File: src/rtl/vdp_pixel_mixer_if.sv
// rtl/vdp_pixel_mixer_if.sv - pixel, CRAM write and RGB output bundle of the VDP pixel mixer
interface vdp_pixel_mixer_if;
   logic [8:0] pixel_x;
   logic [8:0] pixel_y;
   logic [4:0] bg_color;
   logic       bg_priority;
   logic [5:0] spr_color;
   logic [3:0] backdrop;
   logic       mask_col0;
   logic       display_en;
   logic       cram_we;
   logic [5:0] cram_addr;
   logic [7:0] cram_wdata;
   logic       spr_collide;
   logic       status_clr;
   logic [3:0] red;
   logic [3:0] green;
   logic [3:0] blue;
   logic       de;
   logic       collision;

   modport master (
      output pixel_x, pixel_y, bg_color, bg_priority, spr_color, backdrop,
      output mask_col0, display_en, cram_we, cram_addr, cram_wdata,
      output spr_collide, status_clr,
      input  red, green, blue, de, collision
   );

   modport slave (
      input  pixel_x, pixel_y, bg_color, bg_priority, spr_color, backdrop,
      input  mask_col0, display_en, cram_we, cram_addr, cram_wdata,
      input  spr_collide, status_clr,
      output red, green, blue, de, collision
   );
endinterface

File: src/rtl/vdp_pixel_mixer.sv
// rtl/vdp_pixel_mixer.sv - VDP final pixel stage: priority, CRAM lookup, window gate, RGB out
module vdp_pixel_mixer #(
   parameter logic GG_MODE = 1'b1
) (
   input logic              clk,
   input logic              rst,
   vdp_pixel_mixer_if.slave bus
);
   logic [11:0] cram [32];
   logic [7:0]  gg_latch;
   logic [11:0] cram_rd;

   logic       in_window;
   logic [4:0] sel_idx;

   logic       s1_win;
   logic       s1_black;
   logic [4:0] s1_idx;

   logic [3:0] red_q;
   logic [3:0] green_q;
   logic [3:0] blue_q;
   logic       de_q;
   logic       collision_q;

   logic unused_inputs;
   assign unused_inputs = ^{bus.spr_color[0], bus.cram_addr[5], bus.cram_wdata[7:6]};

   always_comb begin
      if (GG_MODE)
         in_window = (bus.pixel_x >= 9'd48) && (bus.pixel_x <= 9'd207) &&
                     (bus.pixel_y >= 9'd24) && (bus.pixel_y <= 9'd167);
      else
         in_window = !bus.pixel_x[8] && (bus.pixel_y < 9'd192);
   end

   // An opaque high-priority background pixel must beat the sprite, hence the explicit middle arm.
   always_comb begin
      sel_idx = bus.bg_color;
      if (bus.mask_col0 && (bus.pixel_x < 9'd8))
         sel_idx = {1'b1, bus.backdrop};
      else if (bus.bg_priority && (bus.bg_color[3:0] != 4'd0))
         sel_idx = bus.bg_color;
      else if (bus.spr_color[5] && (bus.spr_color[4:1] != 4'd0))
         sel_idx = {1'b1, bus.spr_color[4:1]};
   end

   // Game Gear colours arrive as a byte pair; the even byte waits in gg_latch until the odd one commits.
   always_ff @(posedge clk or posedge rst) begin
      if (rst) begin
         gg_latch <= '0;
         for (int i = 0; i < 32; i++)
            cram[i] <= '0;
      end else if (bus.cram_we) begin
         if (GG_MODE) begin
            if (!bus.cram_addr[0])
               gg_latch <= bus.cram_wdata;
            else
               cram[bus.cram_addr[5:1]] <= {bus.cram_wdata[3:0], gg_latch};
         end else begin
            cram[bus.cram_addr[4:0]] <= {{2{bus.cram_wdata[5:4]}},
                                         {2{bus.cram_wdata[3:2]}},
                                         {2{bus.cram_wdata[1:0]}}};
         end
      end
   end

   always_ff @(posedge clk or posedge rst) begin
      if (rst) begin
         s1_win   <= 1'b0;
         s1_black <= 1'b0;
         s1_idx   <= '0;
      end else begin
         s1_win   <= in_window;
         s1_black <= !bus.display_en;
         s1_idx   <= sel_idx;
      end
   end

   // Read-first: a commit on the same edge lands after this lookup has sampled the old entry.
   assign cram_rd = cram[s1_idx];

   always_ff @(posedge clk or posedge rst) begin
      if (rst) begin
         red_q   <= '0;
         green_q <= '0;
         blue_q  <= '0;
         de_q    <= 1'b0;
      end else begin
         de_q <= s1_win;
         if (s1_win && !s1_black)
            {blue_q, green_q, red_q} <= cram_rd;
         else
            {blue_q, green_q, red_q} <= '0;
      end
   end

   always_ff @(posedge clk or posedge rst) begin
      if (rst)
         collision_q <= 1'b0;
      else if (bus.spr_collide)
         collision_q <= 1'b1;
      else if (bus.status_clr)
         collision_q <= 1'b0;
   end

   assign bus.red       = red_q;
   assign bus.green     = green_q;
   assign bus.blue      = blue_q;
   assign bus.de        = de_q;
   assign bus.collision = collision_q;
endmodule

File: src/flat_wrapper.sv
// flat-port wrapper written by rule: the top's interface ports become plain ports
module vdp_pixel_mixer_flat 
#(
   parameter logic GG_MODE = 1'b1
)
  (clk, rst, bus_pixel_x, bus_pixel_y, bus_bg_color, bus_bg_priority, bus_spr_color, bus_backdrop, bus_mask_col0, bus_display_en, bus_cram_we, bus_cram_addr, bus_cram_wdata, bus_spr_collide, bus_status_clr, bus_red, bus_green, bus_blue, bus_de, bus_collision);
  vdp_pixel_mixer_if bus_i ();
  input logic clk;
  input logic rst;
  input wire logic [$bits(bus_i.pixel_x)-1:0] bus_pixel_x;
  input wire logic [$bits(bus_i.pixel_y)-1:0] bus_pixel_y;
  input wire logic [$bits(bus_i.bg_color)-1:0] bus_bg_color;
  input wire logic [$bits(bus_i.bg_priority)-1:0] bus_bg_priority;
  input wire logic [$bits(bus_i.spr_color)-1:0] bus_spr_color;
  input wire logic [$bits(bus_i.backdrop)-1:0] bus_backdrop;
  input wire logic [$bits(bus_i.mask_col0)-1:0] bus_mask_col0;
  input wire logic [$bits(bus_i.display_en)-1:0] bus_display_en;
  input wire logic [$bits(bus_i.cram_we)-1:0] bus_cram_we;
  input wire logic [$bits(bus_i.cram_addr)-1:0] bus_cram_addr;
  input wire logic [$bits(bus_i.cram_wdata)-1:0] bus_cram_wdata;
  input wire logic [$bits(bus_i.spr_collide)-1:0] bus_spr_collide;
  input wire logic [$bits(bus_i.status_clr)-1:0] bus_status_clr;
  output wire logic [$bits(bus_i.red)-1:0] bus_red;
  output wire logic [$bits(bus_i.green)-1:0] bus_green;
  output wire logic [$bits(bus_i.blue)-1:0] bus_blue;
  output wire logic [$bits(bus_i.de)-1:0] bus_de;
  output wire logic [$bits(bus_i.collision)-1:0] bus_collision;
  assign bus_i.pixel_x = bus_pixel_x;
  assign bus_i.pixel_y = bus_pixel_y;
  assign bus_i.bg_color = bus_bg_color;
  assign bus_i.bg_priority = bus_bg_priority;
  assign bus_i.spr_color = bus_spr_color;
  assign bus_i.backdrop = bus_backdrop;
  assign bus_i.mask_col0 = bus_mask_col0;
  assign bus_i.display_en = bus_display_en;
  assign bus_i.cram_we = bus_cram_we;
  assign bus_i.cram_addr = bus_cram_addr;
  assign bus_i.cram_wdata = bus_cram_wdata;
  assign bus_i.spr_collide = bus_spr_collide;
  assign bus_i.status_clr = bus_status_clr;
  assign bus_red = bus_i.red;
  assign bus_green = bus_i.green;
  assign bus_blue = bus_i.blue;
  assign bus_de = bus_i.de;
  assign bus_collision = bus_i.collision;
  vdp_pixel_mixer #(.GG_MODE(GG_MODE)) u_core (.clk(clk), .rst(rst), .bus(bus_i));
endmodule
File: config.mk
export PLATFORM = sky130hd
export DESIGN_NAME = vdp_pixel_mixer_flat
export DESIGN_NICKNAME = d
export VERILOG_FILES = /design/src/rtl/vdp_pixel_mixer_if.sv /design/src/rtl/vdp_pixel_mixer.sv /design/src/flat_wrapper.sv
export SDC_FILE = /design/constraint.sdc
export NUM_CORES = 1
export LEC_CHECK = 0
export CAP_MARGIN = 20
export CORE_MARGIN = 5
export CORE_UTILIZATION = 50
export DETAILED_ROUTE_END_ITERATION = 10
export GPL_ROUTABILITY_DRIVEN = 0
export GPL_TIMING_DRIVEN = 0
export PLACE_DENSITY = 0.65
export SYNTH_ARGS = -nofsm -noshare
export SYNTH_HDL_FRONTEND = slang
export SYNTH_SLANG_ARGS = --single-unit
File: constraint.sdc
create_clock -name clk -period 28.8 [get_ports clk]
set_clock_uncertainty 0.1 [all_clocks]
set_input_delay 4.32 -clock clk [delete_from_list [all_inputs] [get_ports clk]]
set_output_delay 4.32 -clock clk [all_outputs]
set_load 0.03 [all_outputs]
==> impl_metrics.toml <==
[route]
vias = 10800
routed_wl_um = 47500
routedWlPerCell_um = 25.6
drtAntennaViolNets = 0
drc = 0
drtIter0Drc = 719
dr.pass1.iters = 5
viasPerCell = 5.84

[cells_and_area]
n_fill_cell = 2989
final_nets = 1366
antenna_cells = 0
area_growth_pct = 15.1
final_layout_size_suffix_gt1_share_pct = 45.0

[power]
vdd_drop_max_v = 0.0000487
p_per_area_nw_per_um2 = 69.9
p_leak_nw = 9.98

[timing]
setup_viol = 0
max_freq_mhz = 160
hold_viol_final = 0
finalCriticalPeriod_ns = 6.24
rsz0062_at_grt = "false"
hold_ws_ns = 0.283
tightest_slew_ns = 0.881
max_slew_margin_pct = 41.3
finalSetupTns_ns = 0
slew_viol_final = 0
fin_crit_sh_pct = 21.7

[setup_path]
critPathKind = "input pin to register"
arrival_ns = 6.57
cp-end-kind = "register"
start_kind = "input pin"
crit_fanout = 10
critical_path_required_ns = 29.13

[synth]
synth-edff-count = 0
yosys_register_bits = 413
yosysWarnings = 0
syn_area_sq_um = 18800
yosysTopAreaCellShare_pct = 55.0
synth-main-ff-cell = "dfrtp_1"
synth.distinct_cells = 43
syn_avg_cell_area_sq_um = 15.7
yosysSeqAreaShare_pct = 55.0
synth_area_leaders = "dfrtp_1 (55%), mux2_2 (23%), mux4_2 (9.5%)"
synth_cells = 1200
syn_nets = 1255
async_flop_share_pct = 100
synth_top_area_cell = "dfrtp_1"

[place]
dp_hpwl_um = 32800
io_buffers = 61

[floorplanning]
core-area_sq_um = 37400
rows = 71
io_pins = 69
dieHeight_um = 204
dieArea_sq_um = 41600
start_util_pct = 50.3
dieWidth_um = 204

[global_route]
gr-total-overflow = 0
grt_usage_pct = 23.5
grt_max_degree = 130
grt_pass1_wl_um = 73800
grt_antenna_before_repair = 1
grt_pass1_vias = 11600

[clock_tree]
cts_root_buf = "clkbuf_16"
cts.sinks = 413
cts_tree = "done"
cts.repair.resized = 0
htree_levels = 2
cts_buffer_depth = 3
clk_latency_ns = 0.55
ctsHoldBuffers = 0
cts_buffers = 45
post_cts_buffers = 0
clkSlewWorstSetupHoldPaths_ns = 0.06

[status]
outcome = "finished, final reports clean"

[job]
cap_violations = 0

[worst_hold_path]
min_path_type = "register to register"
-- logic make-up after synthesis --
logic type | after synthesis | share of synthesized area (%)
multiplexers | 526 | 36.3
flip-flops | 413 | 55.0
buffers and inverters | 111 | 3.85
AND/OR/NAND/NOR | 80 | 2.15
AO/OA/AOI/OAI | 70 | 2.76
-- final cells by class --
type	count	area, sq um	area share, %
Buffer	105	701	3.24
Clock buffer	70	1370	6.33
Clock inverter	10	133	0.613
Inverter	6	30.0	0.139
Multi-Input combinational cell	676	7750	35.8
Sequential cell	413	10300	47.7
Tap cell	511	639	2.95
Timing Repair Buffer	64	693	3.20
-- critical path: stages --
cell and delay [ns]:
clkdlybuf4s50_1 0.57, inv_2 0.09, nor3_1 0.68, nand2_1 0.24
buf_2 0.33, mux2_2 0.32
-- state kept, by name, indices dropped and copies added, names as in the netlist --
register / flops
u_core.cram: 384
u_core.gg_latch: 8
u_core.s1_idx: 5
u_core.bus.blue: 4
u_core.bus.green: 4
u_core.bus.red: 4
u_core.bus.collision: 1
u_core.bus.de: 1
u_core.s1_black: 1
u_core.s1_win: 1
-- layout by cell type (no fill, tap or decap), types with 18 or more instances in the layout --
| cell | Yosys | routed |
|---|---|---|
| buf_6 | 19 | 19 |
| clkbuf_16 | 0 | 45 |
| nor2_1 | 23 | 23 |
| clkdlybuf4s50_1 | 0 | 61 |
| nand2_1 | 24 | 24 |
| mux2_2 | 386 | 386 |
| mux4_2 | 79 | 79 |
| dfrtp_1 | 413 | 413 |
| mux2i_1 | 50 | 50 |
| buf_4 | 18 | 18 |
| clkbuf_1 | 45 | 55 |
-- through the flow --
step	instance area, sq um	std cells	util [%]	worst slack, ns	power, mW
floorplan	18800	1200	-	12.89	0.867
global placement	20100	1772	53.6	7.78	0.931
detailed placement	20100	1775	53.9	22.17	0.940
CTS	21600	1855	57.9	22.73	1.53
global route	21600	1855	57.9	22.56	1.58
finish	21600	1855	57.9	22.56	1.51
-- synthesized netlist by cell type (2+ instances only) --
master / count
o21ai_0: 9
nand2_1: 24
dfrtp_1: 413
nor2b_1: 4
nor2_1: 23
mux2_2: 386
and2_1: 2
a221o_1: 12
nor3_1: 3
inv_1: 4
nor2_2: 2
a31oi_1: 13
nor2_4: 3
nor4_1: 2
buf_8: 4
buf_6: 19
buf_12: 2
mux2_1: 6
clkbuf_1: 45
inv_2: 2
a21oi_1: 4
a221oi_1: 9
a22oi_1: 14
nor3b_1: 3
buf_2: 15
mux4_1: 5
o2111ai_1: 3
nand3_1: 4
buf_1: 2
mux2i_1: 50
nand3b_1: 4
nand2b_1: 2
buf_4: 18
mux4_2: 79
o21ai_1: 2
-- layer usage --
layer / global-route usage (%) / wire [um] / vias to the layer above
met1: 33.3 / 21400 / 5831
met3: 4.59 / 2320 / 69
met5: 0 / 13 / -
li1: - / - / 4701
met2: 37.8 / 22700 / 233
met4: 5.98 / 1160 / 2
-- path summary, 6_finish.rpt --
path	startpoint	end	slack (ns)	cells after the start
min in group asynchronous	rst	u_core.cram[334]	4.12	2
max reg2reg	u_core.s1_idx[3]	u_core.bus.red[2]	26.34	5
max	bus_cram_addr[1]	u_core.cram[365]	22.56	6
min	u_core.s1_win	u_core.bus.de	0.28	0
min reg2reg	u_core.s1_win	u_core.bus.de	0.28	0
max in group asynchronous	rst	u_core.cram[108]	23.47	3
-- power by group --
group	total, mW	internal (mW)	switching, mW
sequential	0.703	0.661	0.0416
clock	0.584	0.353	0.232
combinational	0.227	0.122	0.104
(Power assumes the default switching activity.)
==> RTL edit (config.mk and constraints unchanged) <==
`GG_MODE` is set to 1'b1 in 2 places; all go to 1'b0.
--- a/src/rtl/vdp_pixel_mixer.sv
+++ b/src/rtl/vdp_pixel_mixer.sv
@@ -1,5 +1,5 @@
 // rtl/vdp_pixel_mixer.sv - VDP final pixel stage: priority, CRAM lookup, window gate, RGB out
 module vdp_pixel_mixer #(
-   parameter logic GG_MODE = 1'b1
+   parameter logic GG_MODE = 1'b0
 ) (
    input logic              clk,
--- a/src/flat_wrapper.sv
+++ b/src/flat_wrapper.sv
@@ -2,5 +2,5 @@
 module vdp_pixel_mixer_flat 
 #(
-   parameter logic GG_MODE = 1'b1
+   parameter logic GG_MODE = 1'b0
 )
   (clk, rst, bus_pixel_x, bus_pixel_y, bus_bg_color, bus_bg_priority, bus_spr_color, bus_backdrop, bus_mask_col0, bus_display_en, bus_cram_we, bus_cram_addr, bus_cram_wdata, bus_spr_collide, bus_status_clr, bus_red, bus_green, bus_blue, bus_de, bus_collision);
Function: changed (Yosys sat finds a counterexample within 4 cycles, from zero or initial values and one cycle with rst high).
==> RTL edit against the original RTL <==
Area after synthesis down 49%; worst setup slack better by 0.14 ns; wire length down 50%; final area down 48%; sequential power down 47%; core utilization up 2.0 points; worst hold slack worse by 0.011 ns; sequential cell count down 206; total power down 48%.
==> RTL edit: results (changes against the original RTL) <==
yosys:
  yosysSeqAreaShare: 0.536  # was 0.550
  yosys-top-cells-area: "dfrtp_1, mux2_2, mux4_1"  # was dfrtp_1, mux2_2, mux4_2
  synth_common_cells: "dfrtp_1, mux2_2, mux4_1, mux2i_1, nand2_1"  # was dfrtp_1, mux2_2, mux4_2, mux2i_1, clkbuf_1
  syn_nets: 676  # was 1255
finish:
  num-fill-cells: 1473  # was 2989
  top_regs: "u_core.cram (192), u_core.s1_idx (5)"  # was u_core.cram (384), u_core.gg_latch (8), u_core.s1_idx (5)
  num-multi-input-gates: 372  # was 676
  seq_area_sq_um: 5180  # was 10300 sq um
  buffers_excl_clock: 95  # was 169
  inverters: 3  # was 6
  design.seq.count: 207  # was 413
  area_share_nonclk_buffers: 0.0783  # was 0.0644
  fin_nets: 757  # was 1366
  clockBufferCount: 37  # was 70
  drive_gt1_frac: 0.377  # was 0.450
  clkCellAreaFrac: 0.0635  # was 0.0694
  multi_input_comb_area_sq_um: 4160  # was 7750 sq um
clock_network:
  clk_latency_ns: 0.50  # was 0.55 ns
  cts_made_buffers: 23  # was 45
  h-tree-depth: 1  # was 2
global_routing:
  grt_max_degree: 133  # was 130
  grt_pass1_wl_um: 36900  # was 73800 um
  antenna_found_initial: 0  # was 1
  grt_pass1_vias: 6089  # was 11600
placement:
  hpwl_um: 16500  # was 32800 um
  port_buffers: 55  # was 61
critical_path:
  crit_start: "bus_cram_we"  # was bus_cram_addr[1]
  ff2ff_setup_slack_ns: 26.58  # was 26.34 ns
  ff2ff_path_depth: 6  # was 5
  cp_max_fo: 7  # was 10
pwr:
  intPower_uw: 590  # was 1.14 mW
  p_comb_frac: 0.175  # was 0.150
run_status:
  outcome: "finished, final reports clean"  # unchanged
detailed_routing:
  drt_iter0_markers: 358  # was 719
  viasPerCell: 5.92  # was 5.84
sta:
  slew-limit-headroom: 0.456  # was 0.413
-- RTL edit: cell count changes after synthesis, moves of 16 or more --
cell | unedited run | this run
dfrtp_1 | 413 | 207
mux4_2 | 79 | 15
mux4_1 | 5 | 28
mux2i_1 | 50 | 26
buf_6 | 19 | 3
mux2_2 | 386 | 192
clkbuf_1 | 45 | 18
-- RTL edit: worst max path at each step --
stage	to	cells after the start	slack, ns
2_1_floorplan	u_core.bus.blue[1]	1	18.73
3_3_place_gp	u_core.cram[175]	2	16.50
3_5_place_dp	u_core.cram[222]	4	22.24
4_1_cts	bus_green[2]	2	22.73
5_1_grt	u_core.cram[226]	4	22.69
6_report	u_core.cram[213]	5	22.70
-- RTL edit: per-stage QoR --
stage / setup slack, ns / instances / utilization / area [sq um]
after floorplan: 18.73 / 621 / - / 9660
after global placement: 16.50 / 936 / 0.559 / 10500
after detailed placement: 22.24 / 937 / 0.561 / 10600
after CTS: 22.73 / 977 / 0.599 / 11300
after global routing: 22.69 / 977 / 0.599 / 11300
final: 22.70 / 977 / 0.599 / 11300
-- RTL edit: worst max-delay path: stages --
cell	delay [ns]
clkdlybuf4s50_1	0.62
nand2_1	0.11
or2_2	0.35
nor2_1	0.57
mux2_2	0.41
-- RTL edit: logic make-up (layout without fill, tap and decap cells) --
| group | Yosys count | after routing | synth area share |
|---|---|---|---|
| multiplexers | 261 | 261 | 0.362 |
| flip-flops | 207 | 207 | 0.536 |
| AND/OR/NAND/NOR | 79 | 79 | 0.0437 |
| buffers and inverters | 42 | 138 | 0.0328 |
| AO/OA/AOI/OAI | 32 | 32 | 0.0250 |
-- RTL edit: layer usage --
metal	global-route usage	up-vias	routed length (um)
li1	-	2511	-
met1	0.314	3087	10700
met2	0.352	135	11400
met3	0.0359	46	1050
met4	0.0641	0	722
met5	0	-	0
